### src/rtl/rv32i_multicycle_ctrl.sv
// Multicycle RV32I control FSM: sequences fetch/decode/exec/mem/writeback on a shared
// datapath, counts retired instructions and traps on illegal/system opcodes or memory stalls.
module rv32i_multicycle_ctrl #(
    parameter int CNT_W       = 32,
    parameter int MEM_TIMEOUT = 16
) (
    input  logic             clk,
    input  logic             rst,
    input  logic             en,
    input  logic [6:0]       opcode,
    input  logic [2:0]       funct3,
    input  logic             branch_taken,
    input  logic             mem_ready,
    output logic             mem_req,
    output logic             mem_we,
    output logic             addr_sel,
    output logic             ir_we,
    output logic             pc_we,
    output logic             pc_sel,
    output logic             reg_we,
    output logic [1:0]       wb_sel,
    output logic [1:0]       alu_src_a,
    output logic [1:0]       alu_src_b,
    output logic [1:0]       alu_op,
    output logic [2:0]       state,
    output logic [CNT_W-1:0] instret,
    output logic             trap,
    output logic [1:0]       trap_cause
);

    typedef enum logic [2:0] {
        S_IDLE   = 3'd0,
        S_FETCH  = 3'd1,
        S_DECODE = 3'd2,
        S_EXEC   = 3'd3,
        S_MEM    = 3'd4,
        S_WB     = 3'd5,
        S_TRAP   = 3'd7
    } state_t;

    localparam logic [6:0] OPC_LUI    = 7'b0110111;
    localparam logic [6:0] OPC_AUIPC  = 7'b0010111;
    localparam logic [6:0] OPC_JAL    = 7'b1101111;
    localparam logic [6:0] OPC_JALR   = 7'b1100111;
    localparam logic [6:0] OPC_BRANCH = 7'b1100011;
    localparam logic [6:0] OPC_LOAD   = 7'b0000011;
    localparam logic [6:0] OPC_STORE  = 7'b0100011;
    localparam logic [6:0] OPC_OPIMM  = 7'b0010011;
    localparam logic [6:0] OPC_OP     = 7'b0110011;
    localparam logic [6:0] OPC_FENCE  = 7'b0001111;
    localparam logic [6:0] OPC_SYSTEM = 7'b1110011;

    localparam int TO_W = (MEM_TIMEOUT > 1) ? $clog2(MEM_TIMEOUT) : 1;
    localparam logic [TO_W-1:0] TO_LAST = TO_W'(MEM_TIMEOUT - 1);

    state_t          st, st_nx;
    logic [1:0]      cause_nx;
    logic            retire, mem_wait, to_hit;
    logic [TO_W-1:0] to_cnt;
    logic            is_lui, is_auipc, is_jal, is_jalr, is_branch;
    logic            is_load, is_store, is_opimm, is_op, is_fence, is_system, is_legal;
    logic            unused_funct3;

    // Decoding is by major opcode only; funct3/funct7 are the ALU's business.
    assign unused_funct3 = ^funct3;
    assign is_lui    = (opcode == OPC_LUI);
    assign is_auipc  = (opcode == OPC_AUIPC);
    assign is_jal    = (opcode == OPC_JAL);
    assign is_jalr   = (opcode == OPC_JALR);
    assign is_branch = (opcode == OPC_BRANCH);
    assign is_load   = (opcode == OPC_LOAD);
    assign is_store  = (opcode == OPC_STORE);
    assign is_opimm  = (opcode == OPC_OPIMM);
    assign is_op     = (opcode == OPC_OP);
    assign is_fence  = (opcode == OPC_FENCE);
    assign is_system = (opcode == OPC_SYSTEM);
    assign is_legal  = is_lui | is_auipc | is_jal | is_jalr | is_branch |
                       is_load | is_store | is_opimm | is_op | is_fence;

    assign to_hit = (MEM_TIMEOUT != 0) && (to_cnt == TO_LAST);
    assign state  = st;

    always_comb begin
        mem_req   = 1'b0;
        mem_we    = 1'b0;
        addr_sel  = 1'b0;
        ir_we     = 1'b0;
        pc_we     = 1'b0;
        pc_sel    = 1'b0;
        reg_we    = 1'b0;
        wb_sel    = 2'd0;
        alu_src_a = 2'd0;
        alu_src_b = 2'd0;
        alu_op    = 2'd0;
        retire    = 1'b0;
        mem_wait  = 1'b0;
        cause_nx  = 2'd0;
        st_nx     = st;
        case (st)
            S_IDLE: if (en) st_nx = S_FETCH;
            S_FETCH: begin
                mem_req = 1'b1;
                ir_we   = mem_ready;
                if (mem_ready) st_nx = S_DECODE;
                else           mem_wait = 1'b1;
            end
            S_DECODE: begin
                // Branch compare runs here so EXEC can reuse the ALU for the target.
                if (is_branch) alu_op = 2'd1;
                if (is_system) begin
                    st_nx    = S_TRAP;
                    cause_nx = 2'd2;
                end else if (!is_legal) begin
                    st_nx    = S_TRAP;
                    cause_nx = 2'd1;
                end else begin
                    st_nx = S_EXEC;
                end
            end
            S_EXEC: begin
                st_nx = S_WB;
                if (is_load || is_store) begin
                    alu_src_b = 2'd1;
                    st_nx     = S_MEM;
                end else if (is_op) begin
                    alu_op = 2'd2;
                end else if (is_opimm) begin
                    alu_src_b = 2'd1;
                    alu_op    = 2'd2;
                end else if (is_lui) begin
                    alu_src_a = 2'd2;
                    alu_src_b = 2'd1;
                end else if (is_auipc || is_jal) begin
                    alu_src_a = 2'd1;
                    alu_src_b = 2'd1;
                end else if (is_jalr) begin
                    alu_src_b = 2'd1;
                end else if (is_branch) begin
                    alu_src_a = 2'd1;
                    alu_src_b = 2'd1;
                    pc_we     = 1'b1;
                    pc_sel    = branch_taken;
                    retire    = 1'b1;
                end else if (is_fence) begin
                    pc_we  = 1'b1;
                    retire = 1'b1;
                end
            end
            S_MEM: begin
                mem_req  = 1'b1;
                addr_sel = 1'b1;
                mem_we   = is_store;
                if (!mem_ready) begin
                    mem_wait = 1'b1;
                end else if (is_store) begin
                    pc_we  = 1'b1;
                    retire = 1'b1;
                end else begin
                    st_nx = S_WB;
                end
            end
            S_WB: begin
                reg_we = 1'b1;
                pc_we  = 1'b1;
                retire = 1'b1;
                if (is_load) begin
                    wb_sel = 2'd1;
                end else if (is_jal || is_jalr) begin
                    wb_sel = 2'd2;
                    pc_sel = 1'b1;
                end
            end
            default: ;
        endcase
        if (retire) st_nx = en ? S_FETCH : S_IDLE;
        if (mem_wait && to_hit) begin
            st_nx    = S_TRAP;
            cause_nx = 2'd3;
        end
    end

    always_ff @(posedge clk or negedge rst) begin
        if (!rst) begin
            st         <= S_IDLE;
            instret    <= '0;
            trap       <= 1'b0;
            trap_cause <= 2'd0;
            to_cnt     <= '0;
        end else begin
            st <= st_nx;
            if (retire) instret <= instret + CNT_W'(1);
            if (st_nx == S_TRAP && st != S_TRAP) begin
                trap       <= 1'b1;
                trap_cause <= cause_nx;
            end
            // Stall counter restarts on any state change or completed handshake.
            to_cnt <= (mem_wait && st_nx == st) ? to_cnt + TO_W'(1) : '0;
        end
    end

endmodule

### config.mk
export PLATFORM = sky130hd
export DESIGN_NAME = rv32i_multicycle_ctrl
export DESIGN_NICKNAME = d
export VERILOG_FILES = /design/src/rtl/rv32i_multicycle_ctrl.sv
export SDC_FILE = /design/constraint.sdc
export NUM_CORES = 1
export LEC_CHECK = 0
export ABC_AREA = 1
export CAP_MARGIN = 20
export CORE_MARGIN = 5
export CORE_UTILIZATION = 30
export DETAILED_ROUTE_END_ITERATION = 8
export PLACE_DENSITY = 0.56
export SYNTH_ARGS = -nofsm -noshare
export SYNTH_HDL_FRONTEND = slang
export SYNTH_SLANG_ARGS = --single-unit
### constraint.sdc
create_clock -name clk -period 1.65 [get_ports clk]
set_clock_uncertainty 0.15 [all_clocks]
set_input_delay 0.33 -clock clk [delete_from_list [all_inputs] [get_ports clk]]
set_output_delay 0.33 -clock clk [all_outputs]
set_load 0.02 [all_outputs]
==> impl_summary.md, run 1 <==
Outcome
The flow ran to the end, but the final reports show violations. The checks that failed: setup timing.

Route
The first routing iteration left just under 200 violations. The first-pass detailed-route iteration total is 7. Wires add up to just over 9000 um. The detailed-route wire length per cell is 13.65 um. The number of vias per cell after detailed routing is 4.680. For this run, design rule violations remaining after detail routing come to 0.

The final route contains 3140 vias. In this run the remaining antenna-violating nets after routing total 0.

Logic synthesis
The cell area after synthesis is 2728 um2. Counting every net in the synthesized netlist gives 396. The distinct cell type count of the synthesized netlist is 36. In this run, synthesis produced a sequential element count of 42. The proportion of synthesized chip area in sequential cells is about 39%.

In this run the mean area of a mapped cell was 7.197 um2. The Yosys step of the flow raised 0 warnings. The synthesized instance count is 379.

GRT
The number of global-route vias before repair was 3046. Across every metal layer, demand over resource in global routing totals 15.84%. Global routing finished with a remaining overflow of 0. The maximum number of pins on one net before global-route repair is 18.

The initial antenna violation count came to 0. The global-route wire length before repair is 14590 um.

Critical path
The sort of element at the start of the critical path is a register. In this design, the stage delay of the slowest critical-path cell is 430 ps. The arrival time of the worst setup path is 2100 ps. The slowest stage of the critical path is the sky130_fd_sc_hd__dfrtp_2 cell. The most numerous cell type found on the critical path is sky130_fd_sc_hd__nand2_1. Along the worst path, the maximum fanout reaches 4. Walking the worst path, the cells encountered are buf_6 > buf_4 > nand2_4 > buf_6 > nand4_1 > nand2_1 > nor2_2 > nand2_1 > nand2_1 > nor2_2 > nand2_2 > nand2_1 > nand2_1.

STA puts the critical path data required time at 1680 ps. The worst setup path is of the register to register kind. The worst setup path is captured at a register.

Timing
Setup total negative slack on the finished layout was measured at -14280 ps. Setup repair after global routing could not meet its margin everywhere. For this run, the top clock speed supported by timing is 483.5 MHz.

The share of the clock period used by the worst path is 125.3%. Setup violations remaining at the end of the flow were counted as between 50 and 60. The number of pins exceeding their max-slew limit in the final report is 0. Subtracting the final worst setup slack from the clock period gives just over 2000 ps. The number of endpoints with negative hold slack in the final report was 0.

The final worst slack is -418.2 ps.

Layout
The count of cells in the finished layout, fillers not included, comes to roughly 670. The number of antenna diodes in the final layout is 0. The library cell used most frequently in the layout, excluding fill and tap cells, is sky130_fd_sc_hd__buf_4. In the layout the commonest cells are sky130_fd_sc_hd__buf_4, sky130_fd_sc_hd__nand2_1, sky130_fd_sc_hd__inv_1. The net total in the final layout is 579.

The area growth from synthesis to layout is 75.60%. The fraction of final layout cells sized beyond drive strength 1 is 43.52%.

Clocking
The clock slew at the register clock pins of the worst setup and hold paths is 90 ps. The maximum clock path buffer count is 2. The number of buffers added by the clock tree synthesis step is 5. The clock net sink count is 42.

The library cell used as clock root buffer is sky130_fd_sc_hd__clkbuf_8. The clock tree from TritonCTS is done. CTS built an H-tree with a depth of 2. Clock latency on the worst-skew pair, taken at its later pin, is about 300 ps.

Place
The last weighted congestion value of the routability-driven placer is 0.8814. Including well taps, the total number of placed cells is 632. Timing analysis after detailed placement gives a worst setup slack of -1056 ps.

The HPWL reported at the end of detailed placement is 6658 um. The quantity of I/O buffers inserted on ports is 63.

Power and ir drop
For this design the static power due to leakage is ~2.4 nW. Across the VDD grid, the largest voltage drop is 0.0005378 V. The power density normalized to cell area is 1108 nW/um2.

Die
The initial standard-cell utilization of the core is a little under a third. The horizontal extent of the die is roughly 110 um. The number of standard-cell rows in the floorplan is 34. The height of the chip is between 100 and 150 um.

The number of primary I/O pins is 68. The die covers roughly 11000 um2. The core footprint is 8806 um2.

Worst hold path
The min-delay analysis places its worst path in the category register to register.

Flow run
Max-cap violations in this run came to 0.
[logic make-up (layout without fill, tap and decap cells)]
family / count (synthesis) / in the layout / synth area share, %
compound gates: 23 / 23 / 4.771
xor+xnor: 28 / 28 / 8.991
fa+ha+maj: 2 / 2 / 0.9173
buf+inv: 57 / 241 / 8.716
flops: 42 / 42 / 38.53
other cells: 1 / 1 / 0.1375
simple gates: 226 / 226 / 37.94
[report_power, final]
group	switching (mW)	total [mW]	leakage [nW]	internal, mW
Clock	0.371	0.708	0.0472	0.337
Combinational	1.64	3.30	1.81	1.67
Sequential	0.107	1.29	0.548	1.19
[layout make-up]
class	count	area (um2)
fillers	837	4016
inverters	52	210.2
repair buffers	181	1531
well taps	108	135.1
clock inverters	2	12.51
multi-input cells	280	1763
clock buffers	6	82.58
flip-flops and latches	42	1055
[cell usage after synthesis (all sizes together)]
cell type	number	area share, %
nand2	109	15
nor2	53	7.9
inv	52	7.2
dfrtp	42	39
nand3	25	5.7
nor3	25	5.6
xor2	22	7.1
o21ai	14	2.6
nand4	8	1.8
xnor2	6	1.9
buf	5	1.5
a21oi	2	0.37
ha	2	0.92
nand3b	2	0.55
nor4	2	0.46
o211ai	2	0.55
a211oi	1	0.28
a21boi	1	0.28
a31oi	1	0.23
and2	1	0.23
conb	1	0.14
nor3b	1	0.28
o21a	1	0.28
o22ai	1	0.23
[what timing repair did]
action                                  in CTS  in global routing
buffers inserted                            17                 16
cloned                                       0                  0
pin swaps                                   27                 28
endpoints found under the setup margin      93                 68
hold buffers                                 1                  0
resized for setup                          221                 77
hold endpoints to repair                    11                  0
[registers in the layout (all words and copies together) (netlist names)]
signal	cells
instret	32
state	3
to_cnt	4
trap	1
trap_cause	2
[routing by layer]
layer  track usage, %  part of all wire, %
met2            26.64                   48
met3            2.689                  4.6
met5                0                    0
met1            21.33                   46
met4            3.561                  1.6
[through the flow]
stage,hold WS (ps),cell area (um2),total power [mW],utilization (%)
after global routing,324.7,4790,5.604,54.39
after floorplan,-115.6,2801,2.414,-
after CTS,314.0,4556,4.863,51.73
final,309.0,4790,5.305,54.39
after detailed placement,88.39,4165,3.614,47.30
after global placement,83.60,4165,3.585,47.30
[critical path, delay by kind of cell, from the launching register on]
| family | cells | cell delay (ps) |
|---|---|---|
| flip-flops | 1 | 430 |
| AND/OR/NAND/NOR | 10 | 990 |
| buffers and inverters | 3 | 370 |
[path summary, 6_finish.rpt]
check / start / end / slack [ps] / cells after the start
max in group asynchronous: rst / instret[16]$_DFFE_PN0P_ / 470 / 3
worst min register to register: trap$_DFFE_PN0P_ / trap$_DFFE_PN0P_ / 310 / 2
min in group asynchronous: rst / to_cnt[0]$_DFF_PN0_ / 330 / 2
worst max-delay path: state[0]$_DFF_PN0_ / trap_cause[1]$_DFFE_PN0P_ / -420 / 13
worst min-delay path: trap$_DFFE_PN0P_ / trap$_DFFE_PN0P_ / 310 / 2
worst max register to register: state[0]$_DFF_PN0_ / trap_cause[1]$_DFFE_PN0P_ / -420 / 13
Note: power is estimated with default switching activity, not from simulation.
==> run 2, diff against run 1 <==
--- a/config.mk
+++ b/config.mk
@@ -7,9 +7,9 @@
 export LEC_CHECK = 0
 export ABC_AREA = 1
 export CAP_MARGIN = 20
-export CORE_MARGIN = 5
 export CORE_UTILIZATION = 30
 export DETAILED_ROUTE_END_ITERATION = 8
+export HOLD_SLACK_MARGIN = 0.02
 export PLACE_DENSITY = 0.56
 export SYNTH_ARGS = -nofsm -noshare
 export SYNTH_HDL_FRONTEND = slang
==> impl_summary.md, run 2 (synthesis gave the netlist of run 1 again) <==
Outcome
The run finished, with violations left. The final reports fail on setup timing.

Layout
The net total in the final layout came to 571 (-1.4%). The fraction of final layout cells sized beyond drive strength 1 is 45.59% (+2.1 points). The flip-flop count of the largest register after layout is 32 (unchanged).

The most common library cell in the layout ignoring fill and taps is sky130_fd_sc_hd__buf_4. The area growth from synthesis to layout is 80.09%. The number of fill cells is 820 (-2.0%).

The library cells used most frequently in the layout, excluding fill and tap cells, are sky130_fd_sc_hd__buf_4, sky130_fd_sc_hd__nand2_1, sky130_fd_sc_hd__inv_1. The count of antenna diodes in the layout was 0 (unchanged). instret holds more flip-flops than any other register.

Worst hold path
The number of stages on the worst hold path was 2 (unchanged). The hold path startpoint is trap_cause[1]$_DFFE_PN0P_. The endpoint of the worst hold-timing path is trap_cause[1]$_DFFE_PN0P_. The class of the most critical hold timing path is register to register.

Timing
The final worst slack is -387.8 ps (+30.44 ps). The final hold slack is 324.7 ps (+15.78 ps). The share of the clock period used by the worst path is 123.5% (-1.8 points).

The total negative slack for setup checks was -13670 ps (+613.6 ps). The top achievable clock speed is 490.7 MHz (+1.5%). The number of pins exceeding their max-slew limit in the final report was 0 (unchanged).

The number of endpoints with negative hold slack in the final report is 0 (unchanged). Setup repair after global routing could not meet its margin everywhere. The clock period minus worst slack is 2038 ps (-30.44 ps). The count of final setup violators is 55 (unchanged).

GRT
The global-route wire length before repair was 14230 um (-2.5%). The total global routing overflow came to 0 (unchanged). The initial antenna violation count is 0 (unchanged).

The maximum number of pins on one net before global-route repair was 16 (-2). The number of global-route vias before repair is 3011 (-1.1%). The all-layer global routing usage came to 18.23% (+2.4 points).

Critical path
The data required time at the worst endpoint is 1170 ps (-510 ps). STA classifies the critical path endpoint as an output pin. In this run the critical register-to-register path is captured at instret[19]$_DFFE_PN0P_. The startpoint-to-endpoint class of the critical path is input pin to output pin. The register-to-register setup slack is -340 ps (+80 ps). The arrival time of the worst setup path is 1560 ps (-540 ps). The reg-to-reg critical path startpoint is state[2]$_DFF_PN0_. The sort of element at the start of the critical path is an input pin.

The top fanout value on the critical path is 4 (unchanged). The worst reg2reg path depth was 11 (-2).

Clocking
The number of H-tree levels came to 2 (unchanged). The clock tree from TritonCTS is done. The clock slew at the register clock pins of the worst setup and hold paths came to 80 ps (about the same). The number of buffers added by the clock tree synthesis step is 5 (unchanged). The clock latency at the later pin of the worst-skew pair was 290 ps (about the same).

The tree is rooted in a sky130_fd_sc_hd__clkbuf_8. The maximum clock path buffer count is 2 (unchanged). The clock net sink count is 42 (unchanged).

Route
The first-pass detailed-route iteration total is 5 (-2). The number of nets still failing antenna checks after routing is 0 (unchanged). Signal routing reaches up to met4. The final wirelength came to 8796 um (-4.0%). The violation count after the first detailed-route iteration came to 130 (-35%). The met1 layer wirelength in the final routing is 4163 um (-1.6%). The met3 wire length is 310 um (-26%).

The post-detailed-route DRC marker count is 0 (unchanged). The detailed-route wire length per cell is 13.27 um (-2.8%). The routed wire length on met2 is 4196 um (-4.0%). The number of vias per cell after detailed routing was 4.676 (about the same). The total via count in the routed design is 3100 (-1.3%).

Die
The core footprint came to 8763 um2 (-0.48%). The horizontal extent of the die is 97.35 um (-7.6%). The overall die area is 9477 um2 (-15%).

The number of standard-cell rows in the floorplan was 34 (unchanged). The number of primary I/O pins is 68 (unchanged). The height of the chip is 97.35 um (-7.6%).

The initial standard-cell utilization of the core is 31.13% (+0.15 points).

Place
The quantity of I/O buffers inserted on ports was 63 (unchanged). The last weighted congestion value of the routability-driven placer was 0.9415 (+6.8%). The HPWL reported at the end of detailed placement is 6450 um (-3.1%).

Power and ir drop
The worst vdd rail ir drop was 0.0004742 V (-12%). The proportion of power drawn by the clock network is 15.8% (+2.5 points). The power density normalized to cell area is 1103 nW/um2 (-0.40%). The cell-internal power was 3.346 mW (+4.9%).

The total leakage power was 2.426 nW (+0.70%). The combinational power share came to 60.1% (-2.2 points). The sequential power share is 24.1% (-0.3 points). The switching component of the power was 2.072 mW (-1.9%). The switching power as a share of total power is 38.24% (-1.6 points).

Flow run
The number of max-cap violations is 0 (unchanged).
==> run 2: cell types whose count changed in the layout (fill, tap and decap cells not counted), moves of 3 or more <==
| cell | before | now |
|---|---|---|
| sky130_fd_sc_hd__nand2_2 | 14 | 26 |
| sky130_fd_sc_hd__buf_6 | 30 | 20 |
| sky130_fd_sc_hd__buf_2 | 8 | 4 |
| sky130_fd_sc_hd__inv_4 | 4 | 0 |
| sky130_fd_sc_hd__buf_4 | 98 | 91 |
| sky130_fd_sc_hd__nand2_1 | 87 | 77 |
| sky130_fd_sc_hd__nand2_4 | 8 | 5 |
| sky130_fd_sc_hd__inv_1 | 41 | 44 |
| sky130_fd_sc_hd__dlygate4sd2_1 | 22 | 27 |
| sky130_fd_sc_hd__buf_12 | 2 | 7 |
| sky130_fd_sc_hd__nor3_2 | 10 | 13 |
| sky130_fd_sc_hd__o21ai_2 | 1 | 5 |
| sky130_fd_sc_hd__nor2_4 | 12 | 16 |
| sky130_fd_sc_hd__nor3_1 | 13 | 10 |
==> run 2: cell type report <==
class	count	area [um2]	area share, %
Inverter	52	200.2	4.075
Timing Repair Buffer	173	1543	31.41
Tap cell	108	135.1	2.751
Multi-Input combinational cell	280	1861	37.88
Clock buffer	7	86.33	1.758
Sequential cell	42	1057	21.52
Clock inverter	1	30.03	0.6113
==> run 2: metrics by stage <==
stage	setup slack [ps]	utilization (%)	std cells	power [mW]	area, um2
6_report	-387.8	56.05	663	5.418	4912
5_1_grt	-454.7	56.05	663	5.744	4912
4_1_cts	-337.0	53.40	655	4.994	4679
3_5_place_dp	-1049	48.02	631	3.669	4208
3_3_place_gp	-1031	48.02	631	3.641	4208
2_1_floorplan	-265.0	-	379	2.414	2801
==> run 2: power groups by stage <==
| stage | clock network (mW) | registers, mW | logic (mW) |
|---|---|---|---|
| floorplan | 0 | 1.52 | 0.898 |
| global placement | 0 | 1.31 | 2.33 |
| detailed placement | 0 | 1.32 | 2.35 |
| CTS | 0.873 | 1.30 | 2.82 |
| global route | 0.920 | 1.33 | 3.50 |
| finish | 0.858 | 1.30 | 3.26 |
==> run 2: how the worst max path moves through the flow <==
stage	startpoint	to	slack, ps	cells past startpoint
finish	opcode[5]	alu_src_b[0]	-390	8
global route	state[2]$_DFF_PN0_	trap_cause[1]$_DFFE_PN0P_	-450	14
CTS	state[1]$_DFF_PN0_	alu_src_b[0]	-340	6
detailed placement	opcode[6]	alu_src_b[0]	-1050	7
global placement	opcode[4]	pc_we	-1030	7
floorplan	state[2]$_DFF_PN0_	pc_we	-270	6
==> run 2: worst max-delay path: stages <==
cell	delay [ps]
sky130_fd_sc_hd__dlygate4sd2_1	260
sky130_fd_sc_hd__buf_4	160
sky130_fd_sc_hd__nor2_4	80
sky130_fd_sc_hd__nand2_2	90
sky130_fd_sc_hd__a21oi_2	190
sky130_fd_sc_hd__nor2_2	70
sky130_fd_sc_hd__a31oi_2	200
sky130_fd_sc_hd__buf_4	170
==> run 2: repair_timing <==
item / CTS / global route
hold buffers: 1 / 0
buffers inserted: 15 / 12
gates cloned: 1 / 0
gates resized for setup: 210 / 82
endpoints found under the setup margin: 93 / 67
endpoints found under the hold margin: 13 / 0
pin swaps: 28 / 22
==> run 2: routing by layer <==
layer | vias to the layer above | global-route usage [%]
met1 | 1457 | 25.59
met2 | 67 | 30.01
met4 | 0 | 4.072
met3 | 12 | 2.302
met5 | - | 0
li1 | 1564 | -
